`src/rtl/seg_life_pkg.sv`:
```
// seg_life_pkg: shared types and constants for the seven-segment life automaton
package seg_life_pkg;
  localparam int CELLS = 7;
  localparam int TAP_HI = 6;
  localparam int TAP_LO = 5;
  localparam logic [CELLS-1:0] SEG_OFF = 7'h00;
  typedef enum logic [1:0] {LOAD, WAIT, STEP, CHECK} state_e;
endpackage

```
`src/rtl/seg_life_lfsr.sv`:
```
// seg_life_lfsr: 7-bit Fibonacci LFSR seed source
//   clk_i, reset_i  clock, async active-high reset (loads SEED)
//   adv_i           advance one state
//   lfsr_o          current pattern
module seg_life_lfsr
  import seg_life_pkg::*;
#(
  parameter logic [CELLS-1:0] SEED = 7'h5A
) (
  input  logic             clk_i,
  input  logic             reset_i,
  input  logic             adv_i,
  output logic [CELLS-1:0] lfsr_o
);
  logic [CELLS-1:0] lfsr_q, lfsr_d;
  assign lfsr_d = adv_i ? {lfsr_q[CELLS-2:0], lfsr_q[TAP_HI] ^ lfsr_q[TAP_LO]} : lfsr_q;
  always_ff @(posedge clk_i or posedge reset_i)
    if (reset_i) lfsr_q <= SEED;
    else lfsr_q <= lfsr_d;
  assign lfsr_o = lfsr_q;
endmodule

```
`src/rtl/seg_life_sequencer.sv`:
```
// seg_life_sequencer: paces, seeds and stall-checks the seven-segment life automaton
//   clk_i, reset_i                    clock, async active-high reset
//   run_i, rate_i                     free-run enable and WAIT length (rate+1)
//   step_req_i, reseed_req_i          edge-detected single-step / reseed requests
//   auto_en_i                         reseed automatically on stall or extinction
//   cells_i                           current automaton generation
//   step_en_o, load_en_o, load_data_o core strobes and seed pattern
//   stalled_o, gen_count_o            status
module seg_life_sequencer
  import seg_life_pkg::*;
#(
  parameter int               PRESCALE_W  = 4,
  parameter int               STALL_LIMIT = 3,
  parameter logic [CELLS-1:0] LFSR_SEED   = 7'h5A
) (
  input  logic                  clk_i,
  input  logic                  reset_i,
  input  logic                  run_i,
  input  logic                  step_req_i,
  input  logic                  reseed_req_i,
  input  logic                  auto_en_i,
  input  logic [PRESCALE_W-1:0] rate_i,
  input  logic [CELLS-1:0]      cells_i,
  output logic                  step_en_o,
  output logic                  load_en_o,
  output logic [CELLS-1:0]      load_data_o,
  output logic                  stalled_o,
  output logic [7:0]            gen_count_o
);
  localparam logic [2:0] LIM = 3'(STALL_LIMIT);
  state_e state_q, state_d;
  logic [PRESCALE_W-1:0] pre_q, pre_d;
  logic [7:0] gen_q, gen_d;
  logic [2:0] stall_q, stall_d, stall_nxt;
  logic [CELLS-1:0] prev1_q, prev1_d, prev2_q, prev2_d, lfsr;
  logic stalled_q, stalled_d, stalled_nxt;
  logic p2v_q, p2v_d, step_lvl_q, reseed_lvl_q, step_edge, reseed_edge, rep;
  seg_life_lfsr #(.SEED(LFSR_SEED)) u_lfsr (
    .clk_i  (clk_i),
    .reset_i(reset_i),
    .adv_i  (state_q == LOAD),
    .lfsr_o (lfsr)
  );
  assign step_edge   = step_req_i & ~step_lvl_q;
  assign reseed_edge = reseed_req_i & ~reseed_lvl_q;
  // period-2 oscillation shows up as a match against the generation before last
  assign rep         = (cells_i == prev1_q) | (p2v_q & (cells_i == prev2_q));
  assign stall_nxt   = !rep ? 3'd0 : (stall_q == LIM) ? stall_q : stall_q + 3'd1;
  assign stalled_nxt = (cells_i == SEG_OFF) | (stall_nxt == LIM);
  always_comb begin
    state_d   = state_q;
    pre_d     = pre_q;
    gen_d     = gen_q;
    stall_d   = stall_q;
    stalled_d = stalled_q;
    prev1_d   = prev1_q;
    prev2_d   = prev2_q;
    p2v_d     = p2v_q;
    unique case (state_q)
      LOAD: begin
        gen_d     = '0;
        stall_d   = '0;
        pre_d     = '0;
        stalled_d = 1'b0;
        prev1_d   = lfsr;
        p2v_d     = 1'b0;
        state_d   = WAIT;
      end
      WAIT: begin
        if (reseed_edge) state_d = LOAD;
        else if (run_i) begin
          pre_d   = (pre_q == rate_i) ? '0 : pre_q + 1'b1;
          state_d = (pre_q == rate_i) ? STEP : WAIT;
        end else begin
          pre_d   = '0;
          state_d = step_edge ? STEP : WAIT;
        end
      end
      STEP: begin
        gen_d   = gen_q + 8'd1;
        state_d = CHECK;
      end
      CHECK: begin
        stall_d   = stall_nxt;
        stalled_d = stalled_nxt;
        prev2_d   = prev1_q;
        p2v_d     = 1'b1;
        prev1_d   = cells_i;
        state_d   = (auto_en_i & stalled_nxt) ? LOAD : WAIT;
      end
      default: state_d = LOAD;
    endcase
  end
  always_ff @(posedge clk_i or posedge reset_i)
    if (reset_i) begin
      state_q      <= LOAD;
      pre_q        <= '0;
      gen_q        <= '0;
      stall_q      <= '0;
      stalled_q    <= 1'b0;
      prev1_q      <= '0;
      prev2_q      <= '0;
      p2v_q        <= 1'b0;
      step_lvl_q   <= 1'b0;
      reseed_lvl_q <= 1'b0;
    end else begin
      state_q      <= state_d;
      pre_q        <= pre_d;
      gen_q        <= gen_d;
      stall_q      <= stall_d;
      stalled_q    <= stalled_d;
      prev1_q      <= prev1_d;
      prev2_q      <= prev2_d;
      p2v_q        <= p2v_d;
      step_lvl_q   <= step_req_i;
      reseed_lvl_q <= reseed_req_i;
    end
  // strobes decode the state but are masked by reset so nothing pulses while held in reset
  assign load_en_o   = (state_q == LOAD) & ~reset_i;
  assign step_en_o   = (state_q == STEP) & ~reset_i;
  assign load_data_o = load_en_o ? lfsr : SEG_OFF;
  assign stalled_o   = stalled_q;
  assign gen_count_o = gen_q;
endmodule

```
`config.mk`:
```
export PLATFORM = sky130hd
export DESIGN_NAME = seg_life_sequencer
export DESIGN_NICKNAME = d
export VERILOG_FILES = /design/src/rtl/seg_life_pkg.sv /design/src/rtl/seg_life_lfsr.sv /design/src/rtl/seg_life_sequencer.sv
export SDC_FILE = /design/constraint.sdc
export NUM_CORES = 1
export LEC_CHECK = 0
export CAP_MARGIN = 5
export CORE_MARGIN = 1.5
export CORE_UTILIZATION = 45
export CTS_BUF_LIST = sky130_fd_sc_hd__clkbuf_16
export DETAILED_ROUTE_END_ITERATION = 16
export PLACE_DENSITY = 0.74
export SYNTH_ARGS = -nofsm -noshare
export SYNTH_HDL_FRONTEND = slang
export SYNTH_SLANG_ARGS = --single-unit
```
`constraint.sdc`:
```
create_clock -name clk_i -period 1.6 [get_ports clk_i]
set_clock_uncertainty 0.15 [all_clocks]
set_input_delay 0.16 -clock clk_i [delete_from_list [all_inputs] [get_ports clk_i]]
set_output_delay 0.16 -clock clk_i [all_outputs]
set_load 0.01 [all_outputs]
```
==> reports/metrics.csv, run 1 <==
metric,value,unit
hold crit path type,input port to register,
power per cell area,1510,nW/um2
largest area contributor in the netlist,dfrtp_1,
Flop pwr share,36.2,%
Detailed Route WL,4.89,mm
synth warn,0,
Crit. path cell count,5,
slack of the critical path,-0.0896,ns
P_sw,0.00162,W
Rel. slew slack,80.8,%
failing checks,negative setup slack,
Worst setup endpoint,load_data_o[4],
power share of the clock group,20.0,%
Remaining DRCs,0,
Mapped Cells,206,
htree depth,2,
synth unique cells,33,
initial core utilization,46.8,%
CP max-delay cell,dfrtp_1,
GPL Wtd Cong,0.781,
Crit path required time,1.29,ns
post-route ant nets,0,
worst path cell trace,"inv_2, ha_4, nor2b_4, and2_1, buf_2",
DP Area,2910,um2
clock net sink count,42,
Fillers,389,
TritonCTS clock tree,done,
asr flop ratio synth,100,%
TNS Setup,-0.637,ns
DR iter-0 viols,116,
DR WL/cell,14.1,um
Post-synth EDFFs,0,
drt pass-1 iters,4,
critical-path maximum fanout,8,
die span in y,73.3,um
Buf/Inv on CP,2,
top-count cell post-synth,dfrtp_1,
Worst Max-Slew Pin Slew,0.288,ns
Internal Power,0.00317,W
# diodes,0,
Max Clk Rate,592,MHz
post-DP HPWL,3.26,mm
Final Max Tran Viols,0,
register area share after synthesis,47.5,%
Final Hold Vio Count,0,
Yosys reg bits,42,
Tmin final,1.69,ns
P&R area growth vs syn,42.5,%
Vias,1751,
Core Footprint,4750,um2
Total GRT Usage,20.3,%
Hold Slack,0.210,ns
first-pass GRT wire length,8.34,mm
Rows,25,
Max stage delay on crit path,0.38,ns
clock-pin slew on the worst setup and hold paths,0.06,ns
flop-to-flop setup slack,-0.04,ns
Leak Pwr,1.45,nW
layout cells sized above 1,34.6,%
average size of a mapped cell,10.8,um2
reg2reg start,state_q[0],
synth top area cells,"dfrtp_1 43%, mux2_2 8.6%, xnor2_1 7.1%",
Nets,303,
crit end category,output port,
Buffers on Ports,34,
Worst Setup Start Kind,register,
area of the die,5370,um2
R2R cell count,7,
outcome,"finished, violations left",
combinational power share,43.8,%
final instance area,3170,um2
clock latency on the worst-skew pair,0.28,ns
Peak VDD IR,0.00103,V
largest net degree at the start of global routing,23,
grt ovf,0,
initial antenna violation count,0,
period utilization,106,%
Synth top cells by count,"38 x dfrtp_1, 20 x nand2_1, 18 x xnor2_1",
# IOs,35,
Via-to-Cell Ratio,5.05,
die span in x,73.3,um
"Cell Area, Synth",2220,um2
switching portion of total power,33.9,%
"Largest delay share family, worst path",simple AND/OR/NAND/NOR gates,
crit path kind,register to output port,
vias in the first global route,1689,
Worst EP arrival,1.38,ns
RSZ-0062 raised after global routing,true,
clock tree root driver cell,clkbuf_16,
setup violators final,8,
worst r2r dst,pre_q[3],
ys flop type,dfrtp_1,
deepest clock path buffer count,2,
MaxCap Viol Count,0,
Syn Nets,230,
cts bufs inserted,5,
Yosys top cell area share,42.8,%
cell usage in the layout, fill, tap and decap left out, types with 4 or more instances in the layout:
cell             instances
nand3_1                  5
clkdlybuf4s50_1         17
dlygate4sd2_1            5
xnor2_1                 18
clkbuf_16                5
nor2_1                   5
buf_6                    5
mux2i_1                 12
ha_1                     4
dfstp_2                  4
nand4_1                  6
and2_4                   4
dfrtp_1                 37
o21ai_1                  4
mux2_2                  17
and2_1                   5
buf_4                   36
inv_1                    6
buf_2                    5
o21ai_0                  9
nand2_1                 20
final cells by class:
cell class                      instances  area [um2]  share of cell area, %
Inverter                                7        26.3                  0.829
Clock buffer                            5         125                   3.95
Timing Repair Buffer                   73         643                   20.3
Sequential cell                        42        1060                   33.4
Multi-Input combinational cell        150        1220                   38.6
Tap cell                               67        83.8                   2.65
Clock inverter                          3        11.3                  0.355
registers in the layout (all words and copies together), names as in the netlist, 3 cells and up, named ones only:
signal,cells
stall_q,3
u_lfsr.lfsr_o,7
pre_q,4
prev1_q,7
prev2_q,7
gen_count_o,8
routing by layer:
metal / GRT usage, % / share of wire [%] / vias up
met4: 6.17 / 0.90 / 0
met2: 30.5 / 50 / 27
met3: 4.25 / 2.5 / 4
met5: 0 / 0 / -
li1: - / - / 867
met1: 29.6 / 47 / 853
cell families after synthesis:
logic type | after synthesis | synth area share [%]
muxes | 29 | 14.0
buffers and inverters | 14 | 2.65
xor gates and xnor gates | 21 | 8.27
AOI/OAI and AO/OA | 31 | 8.67
and+or+nand+nor | 62 | 15.0
adders and majority gates | 7 | 3.94
DFF | 42 | 47.5
worst min path at each step:
stage               slack, ns            from              to  depth (start not counted)
floorplan                0.04    reseed_req_i    reseed_lvl_q                          0
global placement         0.33  gen_count_o[7]  gen_count_o[7]                          1
detailed placement       0.34  gen_count_o[7]  gen_count_o[7]                          1
CTS                      0.20      step_req_i      step_lvl_q                          1
global route             0.21      step_req_i      step_lvl_q                          1
finish                   0.21      step_req_i      step_lvl_q                          1
power by group through the flow:
stage / combinational, W / clock (W) / sequential [W]
floorplan: 0.00117 / 0 / 0.00170
global placement: 0.00187 / 0 / 0.00174
detailed placement: 0.00191 / 0 / 0.00174
CTS: 0.00199 / 0.000980 / 0.00172
global route: 0.00232 / 0.00102 / 0.00178
finish: 0.00210 / 0.000960 / 0.00173
timing repair:
action                                  CTS  global route
setup buffers                             5             2
gates resized for setup                  62            19
hold endpoints to repair                  0             0
pin swaps                                13             8
endpoints found under the setup margin   21            21
hold buffers                              0             0
per-stage QoR:
step / cells / worst slack [ns] / util (%) / power (W)
6_report: 347 / -0.0896 / 66.7 / 0.00479
5_1_grt: 347 / -0.144 / 66.7 / 0.00512
4_1_cts: 346 / -0.120 / 64.9 / 0.00469
3_5_place_dp: 335 / -0.342 / 61.1 / 0.00366
3_3_place_gp: 335 / -0.356 / 61.1 / 0.00361
2_1_floorplan: 206 / 0.00370 / - / 0.00287
No activity file was read; power rests on OpenSTA's default activity.
==> inputs of run 2 (changes only) <==
- TNS_END_PERCENT: default -> 1
==> run 2 against run 1 <==
The run still ends with negative setup slack left. Worst setup slack improved by 0.0099 ns. Combinational power decreased by 3%. Count of clock-buffer cells in the layout unchanged. Sequential share of layout area increased by 0.64 points. Flip-flop and latch count is the same. Sequential power about the same. Global-route usage down 1.1 points.
==> reports/metrics.csv, run 2 (synthesis gave the netlist of run 1 again) <==
metric,value,unit,change
Peak VDD IR,0.000902,V,-13%
critical-path maximum fanout,8,,unchanged
P&R area growth vs syn,40.3,%,
cts bufs inserted,5,,unchanged
TritonCTS clock tree,done,,
Inst Count DP,333,,-0.60%
DP Area,2880,um2,-1.1%
Leak Pwr,1.38,nW,-4.9%
drt pass-1 iters,4,,unchanged
final instance area,3120,um2,-1.5%
vias in the first global route,1699,,+0.59%
CP max-delay cell,dfrtp_1,,
first-pass GRT wire length,7.89,mm,-5.4%
Max Clk Rate,595,MHz,+0.59%
setup violators final,12,,+4
RSZ-0062 raised after global routing,true,,
Worst EP arrival,1.37,ns,about the same
Worst Max-Slew Pin Slew,0.300,ns,+0.0118 ns
hold crit path type,input port to register,,
Post-Layout Cell Count,341,,-1.7%
post-route ant nets,0,,unchanged
outcome,"finished, violations left",,
post-DP HPWL,3.34,mm,+2.3%
DR iter-0 viols,31,,-73%
crit end category,output port,,
MaxCap Viol Count,0,,unchanged
CTS Hold Bufs,0,,unchanged
Via-to-Cell Ratio,5.10,,+1.0%
Crit path required time,1.29,ns,about the same
Max stage delay on crit path,0.40,ns,+0.02 ns
max reg flops,8,,unchanged
clock-pin slew on the worst setup and hold paths,0.06,ns,about the same
layout cells sized above 1,34.3,%,-0.34 points
power per cell area,1520,nW/um2,+0.34%
htree depth,2,,unchanged
Worst Setup Start Kind,register,,
Detailed Route WL,4.74,mm,-3.1%
Core Footprint,4750,um2,unchanged
final core occ,65.6,%,-1.0 points
die span in y,73.3,um,unchanged
largest net degree at the start of global routing,23,,unchanged
Rel. slew slack,80.0,%,-0.79 points
TNS Setup,-0.674,ns,-0.0368 ns
Buffers on Ports,34,,unchanged
deepest clock path buffer count,2,,unchanged
failing checks,negative setup slack,,
DR WL/cell,13.9,um,-1.4%
most frequent cells in the layout,"34 x dfrtp_1, 28 x buf_4, 21 x clkdlybuf4s50_1",,
initial antenna violation count,0,,unchanged
Rows,25,,unchanged
Nets,297,,-2.0%
die span in x,73.3,um,unchanged
Final Hold Vio Count,0,,unchanged
clock tree root driver cell,clkbuf_16,,
Remaining DRCs,0,,unchanged
period utilization,105,%,-0.62 points
worst path cell trace,"inv_2, ha_4, nor2b_4, and2_1, buf_2",,
# IOs,35,,unchanged
Final Max Tran Viols,0,,unchanged
Buf/Inv on CP,2,,unchanged
crit path kind,register to output port,,
GPL Wtd Cong,0.768,,-1.7%
area of the die,5370,um2,unchanged
"Largest delay share family, worst path",flip-flops,,
clock net sink count,42,,unchanged
Tmin final,1.68,ns,-0.00995 ns
Hold Slack,0.201,ns,-0.00940 ns
Fillers,377,,-3.1%
"commonest non-fill, non-tap cell in the layout",dfrtp_1,,
slack of the critical path,-0.0797,ns,+0.00995 ns
Total GRT Usage,19.2,%,-1.1 points
Vias,1738,,-0.74%
# diodes,0,,unchanged
clock latency on the worst-skew pair,0.28,ns,about the same
grt ovf,0,,unchanged
initial core utilization,46.8,%,unchanged
==> run 2: changes by cell type in the layout (fill, tap and decap cells not counted), moves of 3 or more <==
cell	previous run	this run
dfrtp_1	37	34
buf_4	36	28
buf_2	5	9
dlygate4sd2_1	5	1
dfrtp_2	1	4
and2_1	5	9
clkdlybuf4s50_1	17	21
and2_4	4	0
==> run 2: stage by stage <==
| step | worst slack, ns | total power (W) |
|---|---|---|
| after global placement | -0.308 | 0.00357 |
| final | -0.0797 | 0.00473 |
| after CTS | -0.0770 | 0.00465 |
| after floorplan | -0.0210 | 0.00286 |
| after detailed placement | -0.323 | 0.00363 |
| after global routing | -0.153 | 0.00505 |
==> run 2: worst paths after layout <==
| check | to | start | depth (start not counted) | slack [ns] |
|---|---|---|---|---|
| min reg2reg | gen_count_o[7] | gen_count_o[7] | 1 | 0.35 |
| min | prev1_q[3] | cells_i[3] | 4 | 0.20 |
| max | load_data_o[6] | state_q[0] | 5 | -0.08 |
| max in group asynchronous | gen_count_o[2] | reset_i | 3 | 0.82 |
| min in group asynchronous | step_lvl_q | reset_i | 3 | 0.21 |
| max reg2reg | state_q[0] | prev1_q[6] | 5 | -0.04 |
==> run 2: final cells by class <==
cell class	count	area, um2	area share (%)
clock buffers	5	125	4.01
clock inverters	3	12.5	0.401
inverters	7	28.8	0.922
multi-input cells	150	1230	39.4
flip-flops and latches	42	1060	34.0
well taps	67	83.8	2.69
repair buffers	67	581	18.6
==> run 2: worst register-to-register path: stages (launching register included) <==
cell      delay, ns
dfrtp_1        0.41
xor2_1         0.18
nor4_2         0.32
buf_4          0.19
o211a_1        0.18
o211ai_1       0.09
==> run 2: what timing repair did <==
action	4_1_cts	5_1_grt
gates cloned	0	0
pin swaps	8	5
gates resized for setup	55	25
setup buffers	2	0
endpoints found under the setup margin	18	37
==> run 2: where the power goes <==
group,switching [W],total [W],internal (W),leakage (nW)
clock,0.000372,0.000935,0.000563,0.0724
combinational,0.000917,0.00204,0.00112,0.791
sequential,0.000306,0.00176,0.00145,0.519
total,0.00159,0.00473,0.00314,1.38
==> run 2: metal layers <==
| metal | global-route usage (%) | part of all wire [%] | up-vias | wire length (um) |
|---|---|---|---|---|
| met3 | 4.12 | 2.0 | 8 | 97 |
| met4 | 5.56 | 1.6 | 0 | 76 |
| met1 | 24.4 | 44 | 848 | 2100 |
| met2 | 33.0 | 52 | 21 | 2470 |
| met5 | 0 | 0 | - | 0 |
| li1 | - | - | 861 | - |
